[config.mk]
export PLATFORM = sky130hd
export DESIGN_NAME = vga_bitmap_reader
export DESIGN_NICKNAME = d
export VERILOG_FILES = /design/src/rtl/vga_bitmap_reader.sv
export SDC_FILE = /design/constraint.sdc
export NUM_CORES = 1
export LEC_CHECK = 0
export BUFFER_PORTS_ARGS = -buffer_cell sky130_fd_sc_hd__buf_4
export CAP_MARGIN = 0
export CORE_ASPECT_RATIO = 0.75
export CORE_UTILIZATION = 26
export CTS_BUF_LIST = sky130_fd_sc_hd__clkbuf_4
export DETAILED_ROUTE_END_ITERATION = 8
export GPL_TIMING_DRIVEN = 1
export SETUP_SLACK_MARGIN = 0.15
export SLEW_MARGIN = 20
export SYNTH_ARGS = -nofsm -noshare
export SYNTH_HDL_FRONTEND = slang
export SYNTH_SLANG_ARGS = --single-unit
[constraint.sdc]
create_clock -name CLK_40Mhz -period 3.2 [get_ports CLK_40Mhz]
set_clock_uncertainty 0.2 [all_clocks]
set_input_delay 0.48 -clock CLK_40Mhz [delete_from_list [all_inputs] [get_ports CLK_40Mhz]]
set_output_delay 0.48 -clock CLK_40Mhz [all_outputs]
set_load 0.02 [all_outputs]
[src/rtl/vga_bitmap_reader.sv]
// 16x16 bitmap window on VESA 800x600@60 timing, 40 MHz pixel clock.
// Two-stage read pipeline keeps sync and colour aligned at the pins.
module vga_bitmap_reader #(
  parameter int unsigned X0         = 384,
  parameter int unsigned Y0         = 284,
  parameter int unsigned SCALE_LOG2 = 0,
  parameter logic [2:0]  FG_RGB     = 3'b111,
  parameter logic [2:0]  BG_RGB     = 3'b000
) (
  input  logic        CLK_40Mhz,
  input  logic        RSTn,
  input  logic        Write_En_Sig,
  input  logic [3:0]  Write_Addr_Sig,
  input  logic [15:0] Write_Data,
  output logic        HSYNC_Sig,
  output logic        VSYNC_Sig,
  output logic        Red_Sig,
  output logic        Green_Sig,
  output logic        Blue_Sig,
  output logic        Frame_Start
);

  localparam int unsigned H_TOTAL = 1056;
  localparam int unsigned H_VIS   = 800;
  localparam int unsigned HS_BEG  = 840;
  localparam int unsigned HS_END  = 968;
  localparam int unsigned V_TOTAL = 628;
  localparam int unsigned V_VIS   = 600;
  localparam int unsigned VS_BEG  = 601;
  localparam int unsigned VS_END  = 605;
  localparam int unsigned WIN     = 16 << SCALE_LOG2;

  logic [10:0] hcnt;
  logic [9:0]  vcnt;
  logic [15:0] ram [16];

  always_ff @(posedge CLK_40Mhz or negedge RSTn) begin
    if (!RSTn) begin
      hcnt <= '0;
      vcnt <= '0;
    end else if (hcnt == 11'(H_TOTAL - 1)) begin
      hcnt <= '0;
      vcnt <= (vcnt == 10'(V_TOTAL - 1)) ? '0 : vcnt + 10'd1;
    end else begin
      hcnt <= hcnt + 11'd1;
    end
  end

  always_ff @(posedge CLK_40Mhz or negedge RSTn) begin
    if (!RSTn) begin
      for (int i = 0; i < 16; i++) ram[i] <= '0;
    end else if (Write_En_Sig) begin
      ram[Write_Addr_Sig] <= Write_Data;
    end
  end

  logic        visible;
  logic        in_win;
  logic        hsync_c;
  logic        vsync_c;
  logic        first_c;
  logic [10:0] hoff;
  logic [9:0]  voff;
  logic [3:0]  col;
  logic [3:0]  row;

  always_comb begin
    visible = (hcnt < 11'(H_VIS)) && (vcnt < 10'(V_VIS));
    in_win  = visible
           && (hcnt >= 11'(X0)) && (hcnt < 11'(X0 + WIN))
           && (vcnt >= 10'(Y0)) && (vcnt < 10'(Y0 + WIN));
    hsync_c = (hcnt >= 11'(HS_BEG)) && (hcnt < 11'(HS_END));
    vsync_c = (vcnt >= 10'(VS_BEG)) && (vcnt < 10'(VS_END));
    first_c = (hcnt == '0) && (vcnt == '0);
    hoff    = hcnt - 11'(X0);
    voff    = vcnt - 10'(Y0);
    col     = 4'(hoff >> SCALE_LOG2);
    row     = 4'(voff >> SCALE_LOG2);
  end

  // Stage 1: the RAM read sees pre-write data on a same-edge collision.
  logic [15:0] rd_q;
  logic        win_q;
  logic        vis_q;
  logic [3:0]  col_q;
  logic        hs_q;
  logic        vs_q;
  logic        fs_q;

  always_ff @(posedge CLK_40Mhz or negedge RSTn) begin
    if (!RSTn) begin
      rd_q  <= '0;
      win_q <= 1'b0;
      vis_q <= 1'b0;
      col_q <= '0;
      hs_q  <= 1'b0;
      vs_q  <= 1'b0;
      fs_q  <= 1'b0;
    end else begin
      rd_q  <= ram[row];
      win_q <= in_win;
      vis_q <= visible;
      col_q <= col;
      hs_q  <= hsync_c;
      vs_q  <= vsync_c;
      fs_q  <= first_c;
    end
  end

  logic       pix_bit;
  logic [2:0] rgb_next;

  always_comb begin
    pix_bit  = rd_q[4'd15 - col_q];
    rgb_next = 3'b000;
    if (vis_q) rgb_next = (win_q && pix_bit) ? FG_RGB : BG_RGB;
  end

  always_ff @(posedge CLK_40Mhz or negedge RSTn) begin
    if (!RSTn) begin
      HSYNC_Sig   <= 1'b0;
      VSYNC_Sig   <= 1'b0;
      Red_Sig     <= 1'b0;
      Green_Sig   <= 1'b0;
      Blue_Sig    <= 1'b0;
      Frame_Start <= 1'b0;
    end else begin
      HSYNC_Sig   <= hs_q;
      VSYNC_Sig   <= vs_q;
      Red_Sig     <= rgb_next[2];
      Green_Sig   <= rgb_next[1];
      Blue_Sig    <= rgb_next[0];
      Frame_Start <= fs_q;
    end
  end

endmodule

==> results of run 1 <==
cell usage after synthesis, types with 9 or more instances:
cell type  instances  area [um^2]
buf_2             24          120
nand3_1           11         55.1
mux2_1            51          574
nor2_1            24         90.1
inv_1              9         33.8
nand2_1           13         48.8
mux2_2           206         2320
o21ai_0           11         55.1
dfrtp_1          306         7660
a22o_1            20          175
clkbuf_1          28          105
a221o_1           16          160
mux4_2            66         1490
ha_1               9          113
where the power goes:
part           total, mW  switching (mW)  internal [mW]  leakage, nW
logic               1.34           0.462          0.881         2.31
registers           5.06           0.399           4.67         3.79
clock network       3.33            1.62           1.71        0.562
total               9.74            2.48           7.26         6.66
registers in the layout (all words and copies together) (netlist names):
signal	flops
hcnt	11
ram	256
hs_q	1
col_q	4
vs_q	1
vis_q	1
VSYNC_Sig	1
fs_q	1
vcnt	10
rd_q	16
Frame_Start	1
HSYNC_Sig	1
Blue_Sig	1
win_q	1
stage by stage:
| step | hold WS [ns] | cell area [um^2] | total power [mW] | instances |
|---|---|---|---|---|
| floorplan | -0.0156 | 13700 | 6.01 | 886 |
| global placement | 0.132 | 14800 | 6.40 | 1581 |
| detailed placement | 0.135 | 14800 | 6.47 | 1581 |
| CTS | 0.0772 | 15900 | 9.88 | 1725 |
| global route | 0.0842 | 15900 | 10.3 | 1727 |
| finish | 0.106 | 15900 | 9.74 | 1727 |
layout make-up:
type / instances / area [um^2] / area share [%]
clock inverter: 19 / 139 / 0.874
inverter: 9 / 33.8 / 0.212
timing repair buffer: 77 / 716 / 4.50
clock buffer: 108 / 811 / 5.10
multi-input combinational: 503 / 5650 / 35.6
tap: 703 / 880 / 5.53
sequential: 306 / 7660 / 48.2
antenna: 2 / 5.00 / 0.0315
logic make-up after synthesis:
kind of cell / share of synthesized area [%]
mux: 32.4
flops: 56.0
simple gates: 3.91
buf+inv: 2.77
compound gates: 3.51
xor+xnor: 0.577
fa+ha+maj: 0.824
timing repair:
action	in CTS	in global routing
hold buffers	17	0
gates resized for setup	0	0
hold endpoints to repair	374	0
worst max-delay path, stage by stage, from the launching register on:
cell and delay, ns:
dfrtp_4 0.68, buf_12 0.31, mux4_2 0.53, a22o_1 0.24, a221o_1 0.25
path summary, 6_finish.rpt:
check                                    start                  end  slack [ns]
max                        vcnt[0]$_DFFE_PN0N_   rd_q[10]$_DFF_PN0_        0.84
min in group CLK_40Mhz          hs_q$_DFF_PN0_  HSYNC_Sig$_DFF_PN0_        0.15
max in group asynchronous                 RSTn  vcnt[0]$_DFFE_PN0N_        1.83
min                                       RSTn    hcnt[9]$_DFF_PN0_        0.11
max reg2reg                vcnt[0]$_DFFE_PN0N_   rd_q[10]$_DFF_PN0_        0.84
min reg2reg                     hs_q$_DFF_PN0_  HSYNC_Sig$_DFF_PN0_        0.15
cell usage in the layout (no fill, tap or decap), drive strengths merged, types with 9 or more instances in the layout:
cell type / count
dfrtp: 306
mux2: 257
clkbuf: 108
mux4: 66
buf: 60
nor2: 27
a22o: 20
dlygate4sd3: 17
a221o: 16
clkinv: 16
nand2: 13
o21ai: 12
nand3: 11
inv: 10
ha: 9
per-layer routing:
layer	track usage [%]	routed length, um
met5	0	0
met4	3.69	506
met3	3.16	1670
met2	19.0	14900
met1	18.7	16200
==> out/results.ini, run 1 <==
[place]
dp_hpwl_mm = 19.5
routabilityCongestion = 0.749
pre_cts_ws_ns = 0.759
numPortBuffers = 28

[finish]
drive_gt1_share_pct = 45.1
layout.nets = 1002
syn_to_final_growth_pct = 16.3
final_util_pct = 30.7
n_fill_cell = 5227

[logic_synthesis]
ys_seq_area_share_pct = 56.0
avgSynthCellArea_um2 = 15.4
ys_dominant_reg_cell = dfrtp_1
ys_ff_latch = 306
yosysUniqueCellTypes = 47
async_flop_share_pct = 100
syn-num-nets = 918
ys_warn_count = 0
synth-edff-count = 0
synthesis.area_um2 = 13700
syn_inst = 886

[grt]
antenna_found_initial = 2
grt_pass1_wl_mm = 52.5
grt_usage_pct = 12.9
grt_max_degree = 75
overflow = 0
grt_pass1_vias = 8535

[sta]
fin_crit_sh_pct = 73.6
slew_headroom_pct = 38.1
rsz0062_at_grt = no
max_freq_mhz = 425
finalWorstSetupSlack_ns = 0.845
hold_viol_final = 0
worst_pin_slew_ns = 0.929
slew_viol_final = 0
layout_min_cycle_time_ns = 2.36
setup-violations-final = 0
final.setup.tns_ns = 0

[critical_path]
end_kind = flop
path_class = reg2reg
cp.required_ns = 3.61
path_max_fanout = 26
cp.arrival_ns = 2.76
reg2reg_depth = 4
start_kind = flop

[job]
maxCapViolations = 0

[power_and_ir_drop]
peakVddDrop_v = 0.000358
p_leak_nw = 6.66
cellPowerDensity_nw_per_um2 = 613

[route]
drc = 0
wire_per_inst_um = 19.3
viasPerCell = 4.64
drtIter0Drc = 518
drt-total-wl_mm = 33.3
postRouteAntennaNets = 0
dr_total_vias = 8011
firstDrtPassIters = 4

[clocking]
htree_levels = 3
clk_pin_slew_ns = 0.07
post-cts-setup-buffers = 0
cts_tree = built
tritoncts_num_sinks = 306
cts.path.max_buffers = 3
cts_buffers = 73
clockRootBuffer = clkbuf_4
worstSkewPairLatency_ns = 0.75

[floorplan]
core_area_um2 = 51700
die_y_um = 201
start_util_pct = 26.4
die_x_um = 267
die_area_um2 = 53500
ios = 29
num_rows = 72

[status]
status = complete, no violations

[min_path]
hold_class = in2async

Note: power is estimated with default switching activity, not from simulation.
==> run 2, diff against run 1 <==
ABC_AREA = 1   (was unset)
clock period = 2.2 ns   (was 3.2 ns; I/O delays follow)
==> run 2 against run 1 <==
  * Via count up 44%
  * Sequential power grew 42%
  * Synthesized cell count grew 85%
  * Global-route usage is 1.2 points higher
  * Routed wire length grew 12%
  * Clock-buffer cell count fell by 4
  * Flip-flop and latch count stayed put
  * Combinational power is 20% higher
  * Area after synthesis is 1.4% higher
  * Largest cell class unchanged
  * Largest power group unchanged
==> out/results.ini, run 2 <==
[sta]
layout_min_cycle_time_ns = 1.91  ; -0.447 ns
max_freq_mhz = 524  ; +23%
slew_viol_final = 0  ; unchanged
fin_crit_sh_pct = 86.8  ; +13 points
rsz0062_at_grt = no
worst_pin_slew_ns = 0.981  ; +0.0524 ns
final.setup.tns_ns = 0  ; unchanged
setup-violations-final = 0  ; unchanged
hold_viol_final = 0  ; unchanged
slew_headroom_pct = 34.6  ; -3.5 points

[power_and_ir_drop]
p_leak_nw = 7.36  ; +11%
peakVddDrop_v = 0.000319  ; -11%
clockPowerShare_pct = 34.1  ; about the same
comb_power_share_pct = 12.1  ; -1.7 points
p_int_mw = 9.58  ; +32%
switchingPower_mw = 3.74  ; +50%
swShare_pct = 28.1  ; +2.6 points
pwr-share-seq_pct = 53.8  ; +1.8 points
cellPowerDensity_nw_per_um2 = 834  ; +36%

[critical_path]
end_kind = flop
crit_family = simple AND/OR/NAND/NOR gates
critical_path.cell_chain = buf_12 > ha_1 > nand4_1 > nand3_1 > o21ai_0
path_buf_inv = 1  ; unchanged
slowest_stage = dfrtp_4
cp.required_ns = 2.61  ; -1.00 ns
crit_cells = 5  ; +1
cp.arrival_ns = 2.32  ; -0.44 ns
path_class = reg2reg
start_kind = flop
path_max_fanout = 51  ; +96%
reg2reg_depth = 5  ; +1
cpPeakStageDelay_ns = 0.46  ; -0.22 ns
r2r_slack_ns = 0.29  ; -0.55 ns
timing.rr.start = vcnt[0]$_DFFE_PN0N_
rr_endpoint = vcnt[1]$_DFFE_PN0N_

[place]
numPortBuffers = 28  ; unchanged
place_area_um2 = 14800  ; +0.36%
dp_hpwl_mm = 22.8  ; +17%
routabilityCongestion = 0.846  ; +13%

[clocking]
cts.path.max_buffers = 3  ; unchanged
htree_levels = 3  ; unchanged
cts_buffers = 76  ; +4.1%
clockRootBuffer = clkbuf_4
worstSkewPairLatency_ns = 0.76  ; about the same
cts_tree = built
tritoncts_num_sinks = 306  ; unchanged
clk_pin_slew_ns = 0.08  ; about the same

[logic_synthesis]
synth_top_area_share_pct = 55.2  ; -0.78 points
ys_ff_latch = 306  ; unchanged
syn_inst = 1640  ; +85%
async_flop_share_pct = 100  ; unchanged
synthesis.area_um2 = 13900  ; +1.4%
avgSynthCellArea_um2 = 8.45  ; -45%
yosysTopAreaCell = dfrtp_1
ys_seq_area_share_pct = 55.2  ; -0.78 points
ys_dominant_reg_cell = dfrtp_1
synth-edff-count = 0  ; unchanged
post_synth_main_area_contributors = dfrtp_1 (55%), o21ai_0 (14%), nand2_1 (9.1%)
ys_top_cells_by_count = o21ai_0 (378), nand2_1 (336), dfrtp_1 (306)
ys_warn_count = 0  ; unchanged
syn-num-nets = 1672  ; +82%
yosysUniqueCellTypes = 28  ; -40%
post-synth-top-count-cell = o21ai_0

[route]
wire_per_inst_um = 15.3  ; -21%
firstDrtPassIters = 6  ; +2
viasPerCell = 4.73  ; +2.0%
postRouteAntennaNets = 0  ; unchanged
drt-total-wl_mm = 37.2  ; +12%
dr_total_vias = 11518  ; +44%
drc = 0  ; unchanged
drtIter0Drc = 965  ; +86%

[grt]
grt_max_degree = 104  ; +39%
antenna_found_initial = 2  ; unchanged
grt_pass1_vias = 11184  ; +31%
overflow = 0  ; unchanged
grt_pass1_wl_mm = 60.9  ; +16%
grt_usage_pct = 14.1  ; +1.2 points

[min_path]
hold_depth = 5
hold_class = in2reg
min_to = ram[74]$_DFFE_PN0P_
hp-start = Write_Addr_Sig[2]

[finish]
layout.nets = 1721  ; +72%
largest_reg_flops = 256  ; unchanged
mostFrequentLayoutCell = o21ai_0
fin_area_um2 = 16000  ; +0.50%
largest-register = ram
n_fill_cell = 5566  ; +6.5%
top_regs = ram (256), rd_q (16), hcnt (11)
drive_gt1_share_pct = 11.1  ; -34 points
syn_to_final_growth_pct = 15.2
mostFrequentLayoutCells = o21ai_0 (378), nand2_1 (336), dfrtp_1 (304)

[floorplan]
core_area_um2 = 52100  ; +0.70%
num_rows = 72  ; unchanged
die_x_um = 269  ; +0.70%
die_y_um = 202  ; +0.70%
start_util_pct = 26.6  ; +0.19 points
die_area_um2 = 54300  ; +1.4%
ios = 29  ; unchanged

[status]
status = complete, no violations

[job]
maxCapViolations = 0  ; unchanged

[run 2: logic make-up after synthesis]
family	count (synthesis)	share of synthesized area [%]
simple gates	568	16.9
flops	306	55.2
buf+inv	242	7.26
xor+xnor	12	0.758
compound gates	503	19.0
fa+ha+maj	9	0.812
[run 2: area by class of cell]
cell class              count  area (um^2)  area share (%)
diodes                      2         5.00          0.0313
clock buffers             104          781            4.89
clock inverters            15         82.6           0.517
inverters                 120          452            2.83
multi-input cells        1092         5200            32.5
flip-flops and latches    306         7660            48.0
well taps                 703          880            5.51
repair buffers             93          916            5.73
[run 2: metal layers]
layer	vias to the layer above	part of all wire [%]	track usage, %
li1	5535	-	-
met3	44	6.5	3.41
met1	5622	48	20.3
met4	0	1.3	3.96
met2	317	44	20.9
met5	-	0	0
[run 2: through the flow]
step | power [mW] | utilization (%) | std cells | hold slack (ns) | setup WS, ns
floorplan | 8.20 | - | 1640 | -0.166 | 0.152
global placement | 8.73 | 28.5 | 2286 | 0.106 | 0.335
detailed placement | 8.82 | 28.5 | 2286 | 0.106 | 0.316
CTS | 13.5 | 30.7 | 2433 | 0.0179 | 0.205
global route | 14.2 | 30.7 | 2435 | 0.0870 | 0.172
finish | 13.3 | 30.7 | 2435 | 0.111 | 0.291
[run 2: timing repair]
item,CTS,global route
gates resized for setup,0,1
hold buffers,28,0
endpoints found under the setup margin,0,13
setup buffers,0,0
hold endpoints to repair,562,0
[run 2: power by group through the flow]
stage	clock, mW	combinational [mW]	sequential [mW]
floorplan	0	1.10	7.10
global placement	0	1.51	7.22
detailed placement	0	1.58	7.25
CTS	4.69	1.63	7.15
global route	4.98	1.92	7.27
finish	4.54	1.61	7.17
[run 2: how the worst max path moves through the flow]
stage / slack [ns] / endpoint / from
after floorplan: 0.15 / rd_q[12]$_DFF_PN0_ / vcnt[2]$_DFFE_PN0N_
after global placement: 0.33 / vcnt[9]$_DFFE_PN0N_ / vcnt[0]$_DFFE_PN0N_
final: 0.29 / vcnt[1]$_DFFE_PN0N_ / vcnt[0]$_DFFE_PN0N_
after detailed placement: 0.32 / vcnt[1]$_DFFE_PN0N_ / vcnt[0]$_DFFE_PN0N_
after CTS: 0.21 / ram[157]$_DFFE_PN0P_ / Write_Addr_Sig[2]
after global routing: 0.17 / hcnt[5]$_DFF_PN0_ / hcnt[0]$_DFF_PN0_
[run 2: worst min-delay path: stages]
cell     delay (ns)
buf_4          0.12
nor3_4         0.06
nand2_2        0.06
buf_4          0.34
o21ai_1        0.11
